===== config.mk =====
export PLATFORM = sky130hd
export DESIGN_NAME = gshare_predictor
export DESIGN_NICKNAME = d
export VERILOG_FILES = /design/src/rtl/predictor_pkg.sv /design/src/rtl/sat_counter_table.sv /design/src/rtl/gshare_predictor.sv
export SDC_FILE = /design/constraint.sdc
export NUM_CORES = 1
export LEC_CHECK = 0
export BUFFER_PORTS_ARGS = -buffer_cell sky130_fd_sc_hd__buf_2
export CAP_MARGIN = 20
export CORE_MARGIN = 4
export CORE_UTILIZATION = 49
export DETAILED_ROUTE_END_ITERATION = 10
export GPL_TIMING_DRIVEN = 0
export MAX_ROUTING_LAYER = met4
export PLACE_DENSITY = 0.79
export SLEW_MARGIN = 20
export SYNTH_ARGS = -nofsm -noshare
export SYNTH_HDL_FRONTEND = slang
export SYNTH_SLANG_ARGS = --single-unit

===== constraint.sdc =====
create_clock -name clk -period 1.9 [get_ports clk]
set_input_delay 0.19 -clock clk [delete_from_list [all_inputs] [get_ports clk]]
set_output_delay 0.19 -clock clk [all_outputs]
set_load 0.005 [all_outputs]

===== src/rtl/predictor_pkg.sv =====
// Shared helpers for the gshare branch predictor: saturating arithmetic,
// the table index hash, and default table geometry.
package predictor_pkg;

  localparam int unsigned DEF_INDEX_BITS = 4;
  localparam int unsigned DEF_CTR_BITS   = 2;
  localparam int unsigned CTR_MAX        = (1 << DEF_CTR_BITS) - 1;
  localparam int unsigned TABLE_DEPTH    = 1 << DEF_INDEX_BITS;

  // All-ones value of a w-bit field (w up to 32).
  function automatic logic [31:0] sat_max(input int unsigned w);
    return 32'((64'd1 << w) - 64'd1);
  endfunction

  function automatic logic [31:0] sat_inc(input logic [31:0] v, input int unsigned w);
    return (v >= sat_max(w)) ? sat_max(w) : v + 32'd1;
  endfunction

  function automatic logic [31:0] sat_dec(input logic [31:0] v, input int unsigned w);
    return (v == 32'd0) ? 32'd0 : v - 32'd1;
  endfunction

  // Word-aligned PC bits, optionally folded with the global history.
  function automatic logic [31:0] gshare_index(input logic [31:0] pc,
                                               input logic [31:0] ghr,
                                               input int unsigned index_bits,
                                               input int unsigned hist_bits,
                                               input bit          use_gshare);
    logic [31:0] idx;
    idx = (pc >> 2) & sat_max(index_bits);
    if (use_gshare && hist_bits > 0) idx = idx ^ (ghr & sat_max(hist_bits));
    return idx;
  endfunction

endpackage


===== src/rtl/sat_counter_table.sv =====
// Array of saturating direction counters with one registered read port
// (direction bit only) and one saturating update port.
module sat_counter_table
  import predictor_pkg::*;
#(
  parameter int unsigned INDEX_BITS = 4,
  parameter int unsigned CTR_BITS   = 2
) (
  input  logic                  clk,
  input  logic                  reset,
  input  logic                  rd_en,
  input  logic [INDEX_BITS-1:0] rd_index,
  output logic                  rd_pred,
  input  logic                  wr_en,
  input  logic [INDEX_BITS-1:0] wr_index,
  input  logic                  wr_taken
);

  localparam int unsigned DEPTH = 1 << INDEX_BITS;
  localparam logic [CTR_BITS-1:0] CTR_TOP = '1;

  logic [CTR_BITS-1:0] ctr_q [DEPTH];
  logic [CTR_BITS-1:0] ctr_d [DEPTH];
  logic                rd_pred_q;
  logic                rd_pred_d;

  // Read samples the pre-update counter, so a same-cycle write is not visible.
  always_comb begin
    ctr_d     = ctr_q;
    rd_pred_d = rd_pred_q;
    if (rd_en) rd_pred_d = ctr_q[rd_index][CTR_BITS-1];
    if (wr_en) begin
      if (wr_taken) ctr_d[wr_index] = CTR_BITS'(sat_inc(32'(ctr_q[wr_index]), CTR_BITS));
      else          ctr_d[wr_index] = CTR_BITS'(sat_dec(32'(ctr_q[wr_index]), CTR_BITS));
    end
  end

  always_ff @(posedge clk or posedge reset) begin
    if (reset) begin
      for (int i = 0; i < DEPTH; i++) ctr_q[i] <= CTR_TOP;
      rd_pred_q <= 1'b0;
    end else begin
      ctr_q     <= ctr_d;
      rd_pred_q <= rd_pred_d;
    end
  end

  assign rd_pred = rd_pred_q;

endmodule


===== src/rtl/gshare_predictor.sv =====
// Gshare dynamic branch predictor: history register, index hash, output
// registers and saturating resolve statistics around the counter table.
module gshare_predictor
  import predictor_pkg::*;
#(
  parameter int unsigned INDEX_BITS = 4,
  parameter int unsigned CTR_BITS   = 2,
  parameter int unsigned HIST_BITS  = 4,
  parameter bit          USE_GSHARE = 1'b1,
  parameter int unsigned PC_WIDTH   = 32,
  parameter int unsigned STAT_BITS  = 16
) (
  input  logic                  clk,
  input  logic                  reset,
  input  logic                  request,
  input  logic [PC_WIDTH-1:0]   req_pc,
  output logic                  prediction,
  output logic                  pred_valid,
  output logic [INDEX_BITS-1:0] pred_index,
  input  logic                  result,
  input  logic [INDEX_BITS-1:0] res_index,
  input  logic                  taken,
  input  logic                  res_pred,
  output logic [STAT_BITS-1:0]  branch_count,
  output logic [STAT_BITS-1:0]  miss_count
);

  localparam int unsigned GHR_W = (HIST_BITS > 0) ? HIST_BITS : 1;

  logic [GHR_W-1:0]      ghr_q, ghr_d;
  logic [INDEX_BITS-1:0] pred_index_q, pred_index_d;
  logic                  pred_valid_q, pred_valid_d;
  logic [STAT_BITS-1:0]  branch_count_q, branch_count_d;
  logic [STAT_BITS-1:0]  miss_count_q, miss_count_d;
  logic [INDEX_BITS-1:0] req_index_c;

  assign req_index_c = INDEX_BITS'(gshare_index(32'(req_pc), 32'(ghr_q),
                                                INDEX_BITS, HIST_BITS, USE_GSHARE));

  sat_counter_table #(
    .INDEX_BITS (INDEX_BITS),
    .CTR_BITS   (CTR_BITS)
  ) u_table (
    .clk      (clk),
    .reset    (reset),
    .rd_en    (request),
    .rd_index (req_index_c),
    .rd_pred  (prediction),
    .wr_en    (result),
    .wr_index (res_index),
    .wr_taken (taken)
  );

  // History is only advanced by resolved outcomes (non-speculative).
  always_comb begin
    ghr_d          = ghr_q;
    pred_index_d   = pred_index_q;
    pred_valid_d   = request;
    branch_count_d = branch_count_q;
    miss_count_d   = miss_count_q;
    if (request) pred_index_d = req_index_c;
    if (result) begin
      ghr_d          = (HIST_BITS > 0) ? GHR_W'({ghr_q, taken}) : '0;
      branch_count_d = STAT_BITS'(sat_inc(32'(branch_count_q), STAT_BITS));
      if (res_pred != taken)
        miss_count_d = STAT_BITS'(sat_inc(32'(miss_count_q), STAT_BITS));
    end
  end

  always_ff @(posedge clk or posedge reset) begin
    if (reset) begin
      ghr_q          <= '0;
      pred_index_q   <= '0;
      pred_valid_q   <= 1'b0;
      branch_count_q <= '0;
      miss_count_q   <= '0;
    end else begin
      ghr_q          <= ghr_d;
      pred_index_q   <= pred_index_d;
      pred_valid_q   <= pred_valid_d;
      branch_count_q <= branch_count_d;
      miss_count_q   <= miss_count_d;
    end
  end

  assign pred_index   = pred_index_q;
  assign pred_valid   = pred_valid_q;
  assign branch_count = branch_count_q;
  assign miss_count   = miss_count_q;

endmodule


==> results.json <==
{
  "power_leakage_nw": 2.003,
  "drtAntennaViolNets": 0,
  "vdd.ir_drop.worst_uv": 403.6,
  "cts_tree": "built",
  "ys_warn_count": 0,
  "finalCritPeriodShare_pct": 99.58,
  "drcViolationCount": 0,
  "final_common_cell": "buf_2",
  "holdPathStages": 3,
  "max_freq_ghz": 0.5286,
  "fp.dieH_um": 95.37,
  "p_total_w": 0.005247,
  "r2r-start": "u_table.ctr_q[19]",
  "syn_area_per_cell_um2": 12.06,
  "via_count": 2695,
  "clock_path_buffers": 2,
  "cts_htree_levels": 3,
  "final_core_util_pct": 61.60,
  "start_util_pct": 51.02,
  "pre_cts_slack_ns": -0.3089,
  "final_cell_mix": "buf_2 (51), dfrtp_1 (40), mux2_2 (32), dfstp_2 (32), nand2_1 (25)",
  "min_period_ns": 1.892,
  "syn_nets": 354,
  "hold_path.startpoint": "req_pc[5]",
  "first_pass_iters": 4,
  "root_buffer": "clkbuf_8",
  "path_clk_slew_ns": 0.07,
  "wl_met2_mm": 3.845,
  "slew_headroom_pct": 64.55,
  "die_area_um2": 9094,
  "fill_cells": 586,
  "syn_to_final_growth_pct": 20.74,
  "worst_ep_arrival_time_ns": 2.15,
  "reg2regPathDepth": 4,
  "r2r_slack_ns": 0.008,
  "startpoint_type": "flip-flop",
  "drt-total-wl_mm": 7.771,
  "clock_latency_ns": 0.34,
  "hpwl_mm": 5.442,
  "drive_gt1_share_pct": 46.86,
  "synth_area_um2": 3740,
  "crit_type": "flip-flop to flip-flop",
  "cp_max_fo": 8,
  "wl_per_cell_um": 16.16,
  "groute.usage.overall_pct": 18.33,
  "grt_first_pass_wirelength_mm": 12.59,
  "slew_viol_final": 0,
  "route.met3.wl_um": 232,
  "grt_max_degree": 37,
  "synth_seq_area_share_pct": 50.59,
  "antenna_cells": 0,
  "place.gp.congestion": 0.8671,
  "drv_cap": 0,
  "ys_seq_elements": 74,
  "cts_num_sinks": 74,
  "nets": 421,
  "status": "completed",
  "rsz0062_at_grt": "yes",
  "finalHoldViolations": 0,
  "required_ns": 2.16,
  "dr.first_iter.drc_count": 103,
  "grt_overflow": 0,
  "numPortBuffers": 49,
  "holdPathEnd": "pred_index[3]",
  "hold_class": "input pin to flip-flop",
  "post_drt_via_cell_ratio": 5.603,
  "synth.distinct_cells": 41,
  "coreArea_um2": 7331,
  "chipWidth_um": 95.37,
  "numCtsBuffers": 9,
  "met1_length_mm": 3.538,
  "tightest_slew_ns": 0.5318,
  "worstSetupEndpointType": "flip-flop",
  "fp-row-count": 31,
  "setup_viol_count_final": 0,
  "top_layer": "met4",
  "synthesis.instances": 310,
  "first_global_vias": 2700,
  "r2r-end": "u_table.ctr_q[30]",
  "power_density_nw_per_um2": 1162,
  "antenna_found_initial": 0,
  "fin_skew_ns": 0.008738,
  "ios": 80,
  "finalWorstSetupSlack_ns": 0.008040
}
## repair_timing
action                                  4_1_cts  5_1_grt
resized for setup                             2       22
pin swaps                                     3        3
endpoints found under the setup margin       22       57
buffers inserted                              2        2
hold endpoints to repair                     12        0
hold buffers                                  2        0
## worst max path at each step
stage / start / endpoint / slack, ns / depth (start not counted)
global route: u_table.ctr_q[1] / u_table.ctr_q[4] / -0.03 / 4
CTS: u_table.ctr_q[19] / u_table.ctr_q[21] / 0.006 / 4
global placement: res_index[2] / u_table.ctr_q[8] / -0.26 / 6
floorplan: res_index[1] / u_table.ctr_q[0] / 0.004 / 6
detailed placement: result / branch_count[4] / -0.31 / 7
finish: u_table.ctr_q[19] / u_table.ctr_q[30] / 0.008 / 4
## layer usage
metal	vias up	track usage [%]
met3	15	2.920
met1	1350	22.64
met5	-	-
met4	0	7.692
met2	54	29.97
li1	1276	-
## Yosys cell counts
| master | n | area (µm²) |
|---|---|---|
| a31o_2 | 1 | 8.760 |
| buf_2 | 2 | 10.01 |
| nor3b_1 | 2 | 15.01 |
| nand3_1 | 10 | 50.05 |
| nand3b_1 | 3 | 22.52 |
| dfrtp_1 | 42 | 1051 |
| ha_1 | 2 | 25.02 |
| and3_1 | 10 | 62.56 |
| o211ai_1 | 1 | 7.510 |
| maj3_2 | 4 | 45.04 |
| mux2_2 | 45 | 506.7 |
| o31ai_1 | 1 | 7.510 |
| nand2b_1 | 6 | 37.54 |
| buf_4 | 1 | 7.510 |
| and4_1 | 7 | 61.31 |
| xor2_2 | 1 | 16.27 |
| nor4_1 | 1 | 6.260 |
| o21ai_0 | 5 | 25.02 |
| mux4_2 | 11 | 247.7 |
| mux2i_1 | 4 | 40.04 |
| clkbuf_1 | 7 | 26.28 |
| or3_1 | 4 | 25.02 |
| nand2_1 | 25 | 93.84 |
| nand4_1 | 6 | 37.54 |
| xor2_1 | 6 | 52.55 |
| a31oi_1 | 5 | 31.28 |
| a22oi_1 | 1 | 7.510 |
| nor2_1 | 16 | 60.06 |
| inv_1 | 7 | 26.28 |
| and3b_1 | 1 | 8.760 |
| or4_1 | 2 | 15.01 |
| mux2_1 | 4 | 45.04 |
| xnor2_1 | 7 | 61.31 |
| buf_6 | 1 | 11.26 |
| o22ai_1 | 1 | 6.260 |
| o21ai_1 | 10 | 50.05 |
| a21oi_1 | 8 | 40.04 |
| nor3_1 | 6 | 30.03 |
| o311ai_0 | 1 | 8.760 |
| o31a_1 | 1 | 8.760 |
| dfstp_2 | 32 | 840.8 |
## kinds of logic (layout without fill, tap and decap cells)
group	after synthesis	in the layout	synth area share, %
buffers and inverters	18	90	2.175
AOI/OAI and AO/OA	35	35	5.387
muxes	64	64	22.45
adders and majority gates	6	6	1.873
and+or+nand+nor	99	99	14.05
DFF	74	74	50.59
xor gates and xnor gates	14	14	3.480
## area by class of cell
class | instances | area [µm²] | area share [%]
tap | 99 | 123.9 | 2.743
inverter | 7 | 30.03 | 0.6650
timing repair buffer | 57 | 335.3 | 7.426
clock buffer | 11 | 141.4 | 3.131
clock inverter | 5 | 77.57 | 1.718
buffer | 10 | 55.05 | 1.219
sequential | 74 | 1894 | 41.95
multi-input combinational | 218 | 1858 | 41.15
## critical path, cell delays in order (launching register included)
cell     delay [ns]
dfstp_2        0.38
mux4_2         0.48
mux2_4         0.30
maj3_2         0.37
mux2_2         0.28
## state kept, by name, summed over array words and instances (netlist names)
register,count
ghr_q,4
branch_count,16
pred_index,4
u_table.ctr_q,32
miss_count,16
pred_valid,1
u_table.rd_pred,1
## metrics by stage
step,setup TNS [ns],instances,hold slack [ns],area [µm²]
CTS,0,479,0.2291,4415
floorplan,0,310,0.2214,3747
global placement,-11.19,458,0.3124,4116
global route,-0.2743,481,0.2408,4516
detailed placement,-12.26,460,0.1655,4156
finish,0,481,0.2539,4516
## power by group
group	internal (W)	leakage [nW]	switching [W]
clock	0.000772	0.109	0.000572
combinational	0.000811	1.04	0.000596
sequential	0.00216	0.854	0.000337
total	0.00374	2.00	0.00150
(Power assumes the default switching activity.)
